==> config.mk <==
export PLATFORM = sky130hd
export DESIGN_NAME = rf_overdrive_protect
export DESIGN_NICKNAME = d
export VERILOG_FILES = /design/src/rtl/rf_overdrive_protect.sv
export SDC_FILE = /design/constraint.sdc
export NUM_CORES = 2
export LEC_CHECK = 0
export BUFFER_PORTS_ARGS = -buffer_cell sky130_fd_sc_hd__clkbuf_2
export CAP_MARGIN = 20
export CORE_ASPECT_RATIO = 0.8
export CORE_UTILIZATION = 45
export DETAILED_ROUTE_END_ITERATION = 12
export GPL_TIMING_DRIVEN = 0
export SLEW_MARGIN = 20
export SYNTH_ARGS = -nofsm -noshare
export SYNTH_HDL_FRONTEND = slang
export SYNTH_SLANG_ARGS = --single-unit
==> constraint.sdc <==
create_clock -name clk -period 58 [get_ports clk]
set_input_delay 11.6 -clock clk [delete_from_list [all_inputs] [get_ports clk]]
set_output_delay 11.6 -clock clk [all_outputs]
set_load 0.005 [all_outputs]
==> src/rtl/rf_overdrive_protect.sv <==
// Multi-channel RF overdrive/slew protection: window power sums (TSSI), ODP/SRP trip FSM gating PA enable.
// Latency: tssi/tssi_valid/trips register on the sample edge; pa_disable follows the state register.
// Backpressure: none; sample_valid is a strobe that is always accepted. Optional: RF_PROT_AUTO_RECOVER_EN.
module rf_overdrive_protect #(
    parameter int NUM_CH           = 8,
    parameter int PWR_W            = 17,
    parameter int HOLDOFF_CYC      = 1024,
    parameter int AUTO_RECOVER_CYC = 65536
) (
    input  logic                  clk,
    input  logic                  rst,
    input  logic                  sample_valid,
    input  logic [NUM_CH*PWR_W-1:0] sample_pwr,
    input  logic [31:0]           rf_overdrive_thresh,
    input  logic [20:0]           rf_overdrive_avg_per,
    input  logic [PWR_W-1:0]      rf_slew_limit,
    input  logic [15:0]           rf_slew_duration_limit,
    input  logic [NUM_CH-1:0]     disable_rf_odp,
    input  logic [NUM_CH-1:0]     disable_rf_srp,
    input  logic [NUM_CH-1:0]     trip_clear,
    output logic [NUM_CH*32-1:0]  rf_overdrive_tssi,
    output logic                  tssi_valid,
    output logic [NUM_CH-1:0]     odp_trip,
    output logic [NUM_CH-1:0]     srp_trip,
    output logic [NUM_CH-1:0]     pa_disable
);

    localparam int ACC_W = PWR_W + 21;
    localparam int EXT_W = (ACC_W > 32) ? ACC_W : 33;
    localparam int HO_W  = $clog2(HOLDOFF_CYC + 1);

    typedef enum logic [1:0] {ST_ARMED, ST_TRIPPED, ST_HOLDOFF} ch_state_t;

    if (HOLDOFF_CYC < 1 || AUTO_RECOVER_CYC < 1) begin : g_bad_param
        $error("HOLDOFF_CYC and AUTO_RECOVER_CYC must be >= 1");
    end

    // Shared window counter; the period is captured on the window's first sample.
    logic [20:0] win_cnt;
    logic [20:0] per_lat;
    logic [20:0] per_cur;
    logic        win_close;
    logic [15:0] dur_eff;

    always_comb begin
        per_cur = per_lat;
        if (win_cnt == 21'd0)
            per_cur = (rf_overdrive_avg_per == 21'd0) ? 21'd1 : rf_overdrive_avg_per;
    end

    assign win_close = sample_valid && ((win_cnt + 21'd1) == per_cur);
    assign dur_eff   = (rf_slew_duration_limit == 16'd0) ? 16'd1 : rf_slew_duration_limit;

    always_ff @(posedge clk or posedge rst) begin
        if (rst) begin
            win_cnt    <= '0;
            per_lat    <= '0;
            tssi_valid <= 1'b0;
        end else begin
            tssi_valid <= win_close;
            if (sample_valid) begin
                if (win_cnt == 21'd0)
                    per_lat <= per_cur;
                win_cnt <= win_close ? 21'd0 : win_cnt + 21'd1;
            end
        end
    end

    for (genvar ch = 0; ch < NUM_CH; ch++) begin : g_ch
        logic [PWR_W-1:0] smp;
        logic [ACC_W-1:0] acc;
        logic [ACC_W-1:0] sum;
        logic [EXT_W-1:0] sum_ext;
        logic [31:0]      sum_sat;
        logic [31:0]      tssi_q;
        logic [PWR_W-1:0] prev;
        logic             prev_valid;
        logic [PWR_W-1:0] delta;
        logic             viol;
        logic [15:0]      run_cnt;
        logic [15:0]      run_nxt;
        logic             odp_evt;
        logic             srp_evt;
        logic             odp_q;
        logic             srp_q;
        logic [HO_W-1:0]  ho_cnt;
        ch_state_t        state;
        ch_state_t        state_nxt;
        logic             enter_ho;
        logic             detect_en;
`ifdef RF_PROT_AUTO_RECOVER_EN
        localparam int AR_W = $clog2(AUTO_RECOVER_CYC + 1);
        logic [AR_W-1:0]  ar_cnt;
`endif

        assign smp     = sample_pwr[ch*PWR_W +: PWR_W];
        assign sum     = acc + ACC_W'(smp);
        assign sum_ext = EXT_W'(sum);
        assign sum_sat = (sum_ext > EXT_W'(64'hFFFF_FFFF)) ? 32'hFFFF_FFFF : sum_ext[31:0];
        assign odp_evt = win_close && (sum_sat > rf_overdrive_thresh) && !disable_rf_odp[ch];

        assign delta   = (smp > prev) ? (smp - prev) : '0;
        assign viol    = delta > rf_slew_limit;
        assign run_nxt = !viol ? 16'd0 : ((run_cnt == 16'hFFFF) ? run_cnt : run_cnt + 16'd1);
        assign srp_evt = sample_valid && prev_valid && viol && (run_nxt >= dur_eff) &&
                         !disable_rf_srp[ch];

        always_comb begin
            state_nxt = state;
            enter_ho  = 1'b0;
            case (state)
                ST_ARMED: begin
                    if (odp_evt || srp_evt)
                        state_nxt = ST_TRIPPED;
                end
                ST_TRIPPED: begin
                    if (trip_clear[ch]) begin
                        state_nxt = ST_HOLDOFF;
                        enter_ho  = 1'b1;
                    end
`ifdef RF_PROT_AUTO_RECOVER_EN
                    else if (ar_cnt == AR_W'(AUTO_RECOVER_CYC - 1)) begin
                        state_nxt = ST_HOLDOFF;
                        enter_ho  = 1'b1;
                    end
`endif
                end
                ST_HOLDOFF: begin
                    if (ho_cnt == HO_W'(HOLDOFF_CYC - 1))
                        state_nxt = ST_ARMED;
                end
                default: state_nxt = ST_ARMED;
            endcase
        end

        // A clear on the same edge as a new event wins, so detection is masked off.
        assign detect_en = (state != ST_HOLDOFF) && !enter_ho;

        always_ff @(posedge clk or posedge rst) begin
            if (rst) begin
                state      <= ST_ARMED;
                acc        <= '0;
                tssi_q     <= '0;
                odp_q      <= 1'b0;
                srp_q      <= 1'b0;
                prev       <= '0;
                prev_valid <= 1'b0;
                run_cnt    <= '0;
                ho_cnt     <= '0;
            end else begin
                state <= state_nxt;
                if (win_close)
                    tssi_q <= sum_sat;
                if (sample_valid)
                    acc <= win_close ? '0 : sum;

                if (enter_ho)
                    odp_q <= 1'b0;
                else if (detect_en && odp_evt)
                    odp_q <= 1'b1;
                if (enter_ho)
                    srp_q <= 1'b0;
                else if (detect_en && srp_evt)
                    srp_q <= 1'b1;

                if (sample_valid)
                    prev <= smp;
                if (state == ST_HOLDOFF && state_nxt == ST_ARMED)
                    prev_valid <= 1'b0;
                else if (sample_valid)
                    prev_valid <= 1'b1;

                if (enter_ho || state == ST_HOLDOFF)
                    run_cnt <= '0;
                else if (sample_valid && prev_valid)
                    run_cnt <= run_nxt;

                ho_cnt <= (state == ST_HOLDOFF) ? ho_cnt + HO_W'(1) : '0;
            end
        end

`ifdef RF_PROT_AUTO_RECOVER_EN
        always_ff @(posedge clk or posedge rst) begin
            if (rst)
                ar_cnt <= '0;
            else if (state == ST_TRIPPED && state_nxt == ST_TRIPPED)
                ar_cnt <= ar_cnt + AR_W'(1);
            else
                ar_cnt <= '0;
        end
`endif

        assign rf_overdrive_tssi[ch*32 +: 32] = tssi_q;
        assign odp_trip[ch]   = odp_q;
        assign srp_trip[ch]   = srp_q;
        assign pa_disable[ch] = (state != ST_ARMED);
    end

endmodule

=== Word level (Yosys, flattened, before mapping) ===
Cells that the tools add are included.

* Bits in registers: 995
* Input bits: 249
* Output and inout bits: 281
* Word-level logic and storage cells: 527

* $add $sub $neg: 33
* Order comparisons: 40
* Eq/ne operators: 41
* Mux-type cells: 157
* Reductions and logical operators: 181

{| class="wikitable"
|+ Operators by type and width
! cell !! number
|-
| 16-bit two-way mux || 33
|-
| 38-bit by 17-bit adder with 38-bit output || 8
|-
| 38-bit by 32-bit > comparator with 1-bit output (second input constant) || 8
|-
| 38-bit two-way mux || 8
|-
| 17-bit > comparator || 16
|-
| 32-bit > comparator || 8
|-
| 32-bit two-way mux || 8
|-
| 17-bit two-way mux || 8
|-
| 17-bit subtractor || 8
|-
| 16-bit by 1-bit adder with 16-bit output (second input constant) || 8
|-
| 16-bit equality test (second input constant) || 8
|-
| 16-bit >= comparator || 8
|-
| 11-bit by 1-bit adder with 11-bit output (second input constant) || 8
|-
| 11-bit by 10-bit equality test with 1-bit output (second input constant) || 8
|-
| 11-bit two-way mux || 8
|-
| 1-bit logical AND || 81
|-
| 2-bit nonzero test || 40
|-
| 21-bit two-way mux || 3
|-
| 1-bit two-way mux || 57
|-
| 2-bit two-way mux || 24
|-
| 2-bit one-hot mux with 3 select lines || 8
|-
| 21-bit logical NOT || 2
|-
| 2-bit logical NOT || 16
|-
| 1-bit logical NOT || 24
|-
| other kinds (8) || 44
|}

=== Longest topological paths before layout ===
* Depth after elaboration: 13
* Mapped depth: 35
* Mapped depth without buffers: 33

=== Worst setup path after synthesis ===
OpenSTA, ideal clock, no wires.

* Kind: input to register
* From: input port sample_pwr[18]
* To: register g_ch[1].srp_q
* Setup time: 119 ps
* Arrival: 17707 ps
* Data required time: 57881 ps
* Setup slack: 40174 ps
* Stages on the path: 33
* Buffers on the path: 2
* Cells stage by stage: ha_1 -> nor2b_1 -> o21ai_0 -> a21oi_1 -> o21ai_0 -> nand2b_1 -> a221oi_1 -> o22ai_1 -> o41ai_1 -> o21a_1 -> clkbuf_1 -> nor2_1 -> ha_1 -> nor2b_1 -> o21a_1 -> o21a_1 -> o21a_1 -> o21a_1 -> o31ai_1 -> a32o_1 -> clkbuf_1 -> nand2b_1 -> ha_1 -> nand2b_1 -> a21o_1 -> a21o_1 -> a21o_1 -> a211oi_1 -> o21bai_1 -> a21o_1 -> a21oi_1 -> nor4bb_1 -> o21a_1

* Longest elaborated chain between the ends: 9
* Elaborated cells on any way between the ends: 11
* Those cells by class: add/sub: 1; order compare: 3; mux: 2; reduce/logical: 5

{| class="wikitable"
|+ RTL lines
! what !! line !! source
|-
| from (decl) || 13 || <nowiki>input logic [NUM_CH*PWR_W-1:0] sample_pwr,</nowiki>
|-
| 17-bit subtractor or 17-bit > comparator (tied branches) || 102 || <nowiki>assign delta = (smp > prev) ? (smp - prev) : '0;</nowiki>
|-
| 17-bit two-way mux (*) || 102 ||
|-
| 17-bit > comparator (*) || 103 || <nowiki>assign viol = delta > rf_slew_limit;</nowiki>
|-
| 16-bit two-way mux || 104 || <nowiki>assign run_nxt = !viol ? 16'd0 : ((run_cnt == 16'hFFFF) ? run_cnt : run_cnt + 16'd1);</nowiki>
|-
| 16-bit >= comparator || 105 || <nowiki>assign srp_evt = sample_valid && prev_valid && viol && (run_nxt >= dur_eff) &&</nowiki>
|-
| 1-bit logical AND (*) (2 in a row) || 105 ||
|-
| 1-bit logical AND (*) || 163 || <nowiki>else if (detect_en && srp_evt)</nowiki>
|-
| 2-bit nonzero test (no source line) (*) || n/a ||
|-
| to (signal assigned) || 145 || <nowiki>srp_q <= 1'b0;</nowiki>
|-
| to (signal assigned) || 162 || <nowiki>srp_q <= 1'b0;</nowiki>
|-
| to (signal assigned) || 164 || <nowiki>srp_q <= 1'b1;</nowiki>
|-
| to (decl) || 85 || <nowiki>logic srp_q;</nowiki>
|}

Every way passes the cells marked *; elsewhere a longest branch is shown, timed or not.
A chain may end at the register's enable or synchronous reset.

=== Worst setup path in the final report ===
* From: input port sample_pwr[1]
* To: register g_ch[0].state[0]

* Longest elaborated chain between the ends: 10
* Elaborated cells on any way between the ends: 18
* Those cells by class: add/sub: 2; order compare: 5; mux: 5; reduce/logical: 6

{| class="wikitable"
|+ RTL lines
! what !! line !! source
|-
| branches (longest 7 deep; another with 38-bit by 17-bit adder with 38-bit output) || n/a ||
|-
| 1-bit logical OR (*) || 113 || <nowiki>if (odp_evt || srp_evt)</nowiki>
|-
| 2-bit two-way mux (*) || 113 ||
|-
| 2-bit one-hot mux with 3 select lines (*) || 111 || <nowiki>case (state)</nowiki>
|-
| via g_ch[0].state_nxt[0] || 88 || <nowiki>ch_state_t state_nxt;</nowiki>
|-
| to (signal assigned) || 151 || <nowiki>state <= state_nxt;</nowiki>
|-
| to (decl) || 87 || <nowiki>ch_state_t state;</nowiki>
|}

Mark *: on every way through the listed nets, which the timed path passes.

==> metrics.yaml <==
status: "finished, final reports clean"
post_cts_buffers: 0
crit_family: "compound AO/OA/AOI/OAI gates"
synth.area.top_cells: "dfrtp_1, ha_1, a21o_1, nor2_1, nand2_1"
ir_drop_v: 0.00002739
syn_nets: 9376
post_drt_wl_per_cell_um: 26.60
rr_worst_depth: 32
ys.flop_type: "dfrtp_1"
finalWorstSetupSlack_ns: 39.00
grt_pass1_wl_mm: 429.0
drc: 0
synthMostInstantiatedCell: "dfrtp_1"
path_max_fanout: 10
cts_buffer_depth: 3
fp.dieArea_mm2: 0.1637
tightest_slew_ns: 1.327
placementRows: 131
synth_cell_type_count: 93
combPwrFrac_pct: 41.1
powerDensity_mw_per_mm2: 32.72
p_int_uw: 1654
syn_area_per_cell_um2: 8.787
drv_cap: 0
gr-usage-all-layers_pct: 35.37
timing.fmax_mhz: 52.63
cp-start-kind: "input port"
clk_latency_ns: 0.80
path_clk_slew_ns: 0.06
yosysTopAreaCell: "dfrtp_1"
relSlewSlack_pct: 11.51
start_util_pct: 45.55
via_per_inst: 6.147
synth_commonest_cells: "dfrtp_1, nor2_1, ha_1"
post_synth_instance_area_mm2: 0.07294
routed_wl_mm: 298.2
root_buffer: "clkbuf_16"
die_w_um: 452.1
cp-end-kind: "flop"
grt_max_degree: 98
clock_power_share_pct: 28.9
p_leak_uw: 0.04060
numCtsBuffers: 114
slowest_delay_ns: 0.74
worstPathArrival_ns: 19.67
p_sw_uw: 1065
hold-path-endpoint: "g_ch[7].ho_cnt[0]"
cts_tree: "built"
antenna_found_initial: 29
synth_enable_flop_cells: 0
yosysWarningCount: 0
seq_area_frac_synth_pct: 34.14
io_buffers: 529
htreeDepth: 3
grt_overflow: 0
area_growth_syn_to_layout_pct: 13.90
hpwlAfterDp_mm: 230.6
final_hold_viol_count: 0
ios: 530
hold_depth: 1
synth_seq_cells: 995
finClkSkew_ns: 0.05815
critPathLaunch: "sample_pwr[1]"
placeableCoreArea_mm2: 0.1601
synth_top_area_share_pct: 34.14
ctsHoldBuffers: 0
slowest_stage: "a2111oi_1"
period_needed_ns: 19.00
first_pass_iters: 9
die_y_um: 362.1
setup_tns_ns: 0
hold_path_startpoint: "g_ch[7].ho_cnt[0]"
layout-drive-gt1-share_pct: 11.98
rr_startpoint: "g_ch[0].prev[1]"
gp_congestion: 0.9995
r2r_slack_ns: 49.62
required_ns: 58.67
drt_iter0_drc: 7798
netlist_instances: 8301
p_seq_share_pct: 30.1
first_global_vias: 63536
hold_path.class: "flop to flop"
crit_buf_inv: 3
drv_slew: 0
switching_share_pct: 39.16
critPathKind: "input port to flop"
final_nets: 10057
pre_cts_slack_ns: 38.24
reg2reg_to: "g_ch[0].state[0]"
synthArstFlopShare_pct: 100.0
cts.repair.resized: 0
cp_common_cell: "o21ai_0"
vias: 68915
clock_sinks: 995
antenna_left: 0
rsz0062_at_grt: "false"
fin_crit_sh_pct: 32.76
setup_violations: 0
==> per-layer routing <==
layer,vias up,GRT usage (%),wire length (um)
met4,10,14.37,13500
met5,-,0,68
met2,3280,51.73,124900
li1,31270,-,-
met3,534,7.854,29120
met1,33821,50.17,130600
==> worst register-to-register path, delay by kind of cell, from the launching register on <==
family          cells  cell delay (ns)
compound gates     20             5.28
fa+ha+maj           3             0.89
buf+inv             3             0.91
flops               1             0.36
simple gates        6             0.85
==> cells by family (layout without fill, tap and decap cells) <==
logic type	count (synthesis)	in the layout	share of synthesized area (%)
AND/OR/NAND/NOR	2916	2916	19.36
AO/OA/AOI/OAI	2165	2165	19.53
flip-flops	995	995	34.14
adder cells (fa/ha/maj)	826	826	14.33
buffers and inverters	724	1499	4.029
XOR/XNOR	513	513	6.160
multiplexers	162	162	2.450
other	0	8	0
==> flip-flops by register name (all words and copies together), names as in the netlist <==
signal           flops
g_ch.prev_valid      8
g_ch.run_cnt       128
per_lat             21
g_ch.state          16
g_ch.tssi_q        256
tssi_valid           1
win_cnt             21
g_ch.prev          136
g_ch.acc           304
g_ch.srp_q           8
g_ch.ho_cnt         88
g_ch.odp_q           8
==> power by group through the flow <==
stage          sequential [uW]  combinational (uW)  clock (uW)
2_1_floorplan              815                 782           0
3_3_place_gp               828                1050           0
3_5_place_dp               826                1080           0
4_1_cts                    815                1090         795
5_1_grt                    824                1220         818
6_report                   817                1120         785
==> how the worst max path moves through the flow <==
stage,to,depth (start not counted),slack [ns]
2_1_floorplan,g_ch[0].acc[0],1,18.41
3_3_place_gp,g_ch[7].ho_cnt[3],2,4.88
3_5_place_dp,g_ch[0].state[0],33,38.24
4_1_cts,g_ch[0].state[0],33,39.00
5_1_grt,g_ch[0].state[0],32,38.35
6_report,g_ch[0].state[0],32,39.00
==> per-stage QoR <==
step / area [um^2] / hold slack [ns] / total power (uW) / util, % / instances
3_5_place_dp: 79010 / 0.4504 / 1907 / 49.34 / 10991
6_report: 83080 / 0.4563 / 2719 / 51.88 / 11212
4_1_cts: 82990 / 0.4596 / 2699 / 51.82 / 11201
5_1_grt: 83070 / 0.4718 / 2866 / 51.88 / 11210
3_3_place_gp: 78250 / 0.4472 / 1880 / 48.86 / 10958
2_1_floorplan: 72940 / 0.4323 / 1597 / - / 8301
==> area by class of cell <==
class                           count  area [um^2]
Fill cell                       15051        77060
Multi-Input combinational cell   6582        45190
Sequential cell                   995        24900
Timing Repair Buffer              565         3357
Clock buffer                      157         3327
Tap cell                         2128         2663
Buffer                            343         1534
Inverter                          381         1438
Clock inverter                     53        653.1
Antenna cell                        8        20.02
==> placed cells by master (no fill, tap or decap), types with 228 or more instances in the layout <==
master | netlist | routed
a21o_1 | 431 | 431
a21oi_1 | 392 | 391
clkbuf_2 | 1 | 548
dfrtp_1 | 995 | 995
ha_1 | 810 | 810
inv_1 | 379 | 374
nand2_1 | 746 | 746
nand3_1 | 228 | 228
nor2_1 | 812 | 811
o21ai_0 | 506 | 505
xnor2_1 | 275 | 275
xor2_1 | 238 | 238
Note: power is estimated with default switching activity, not from simulation.
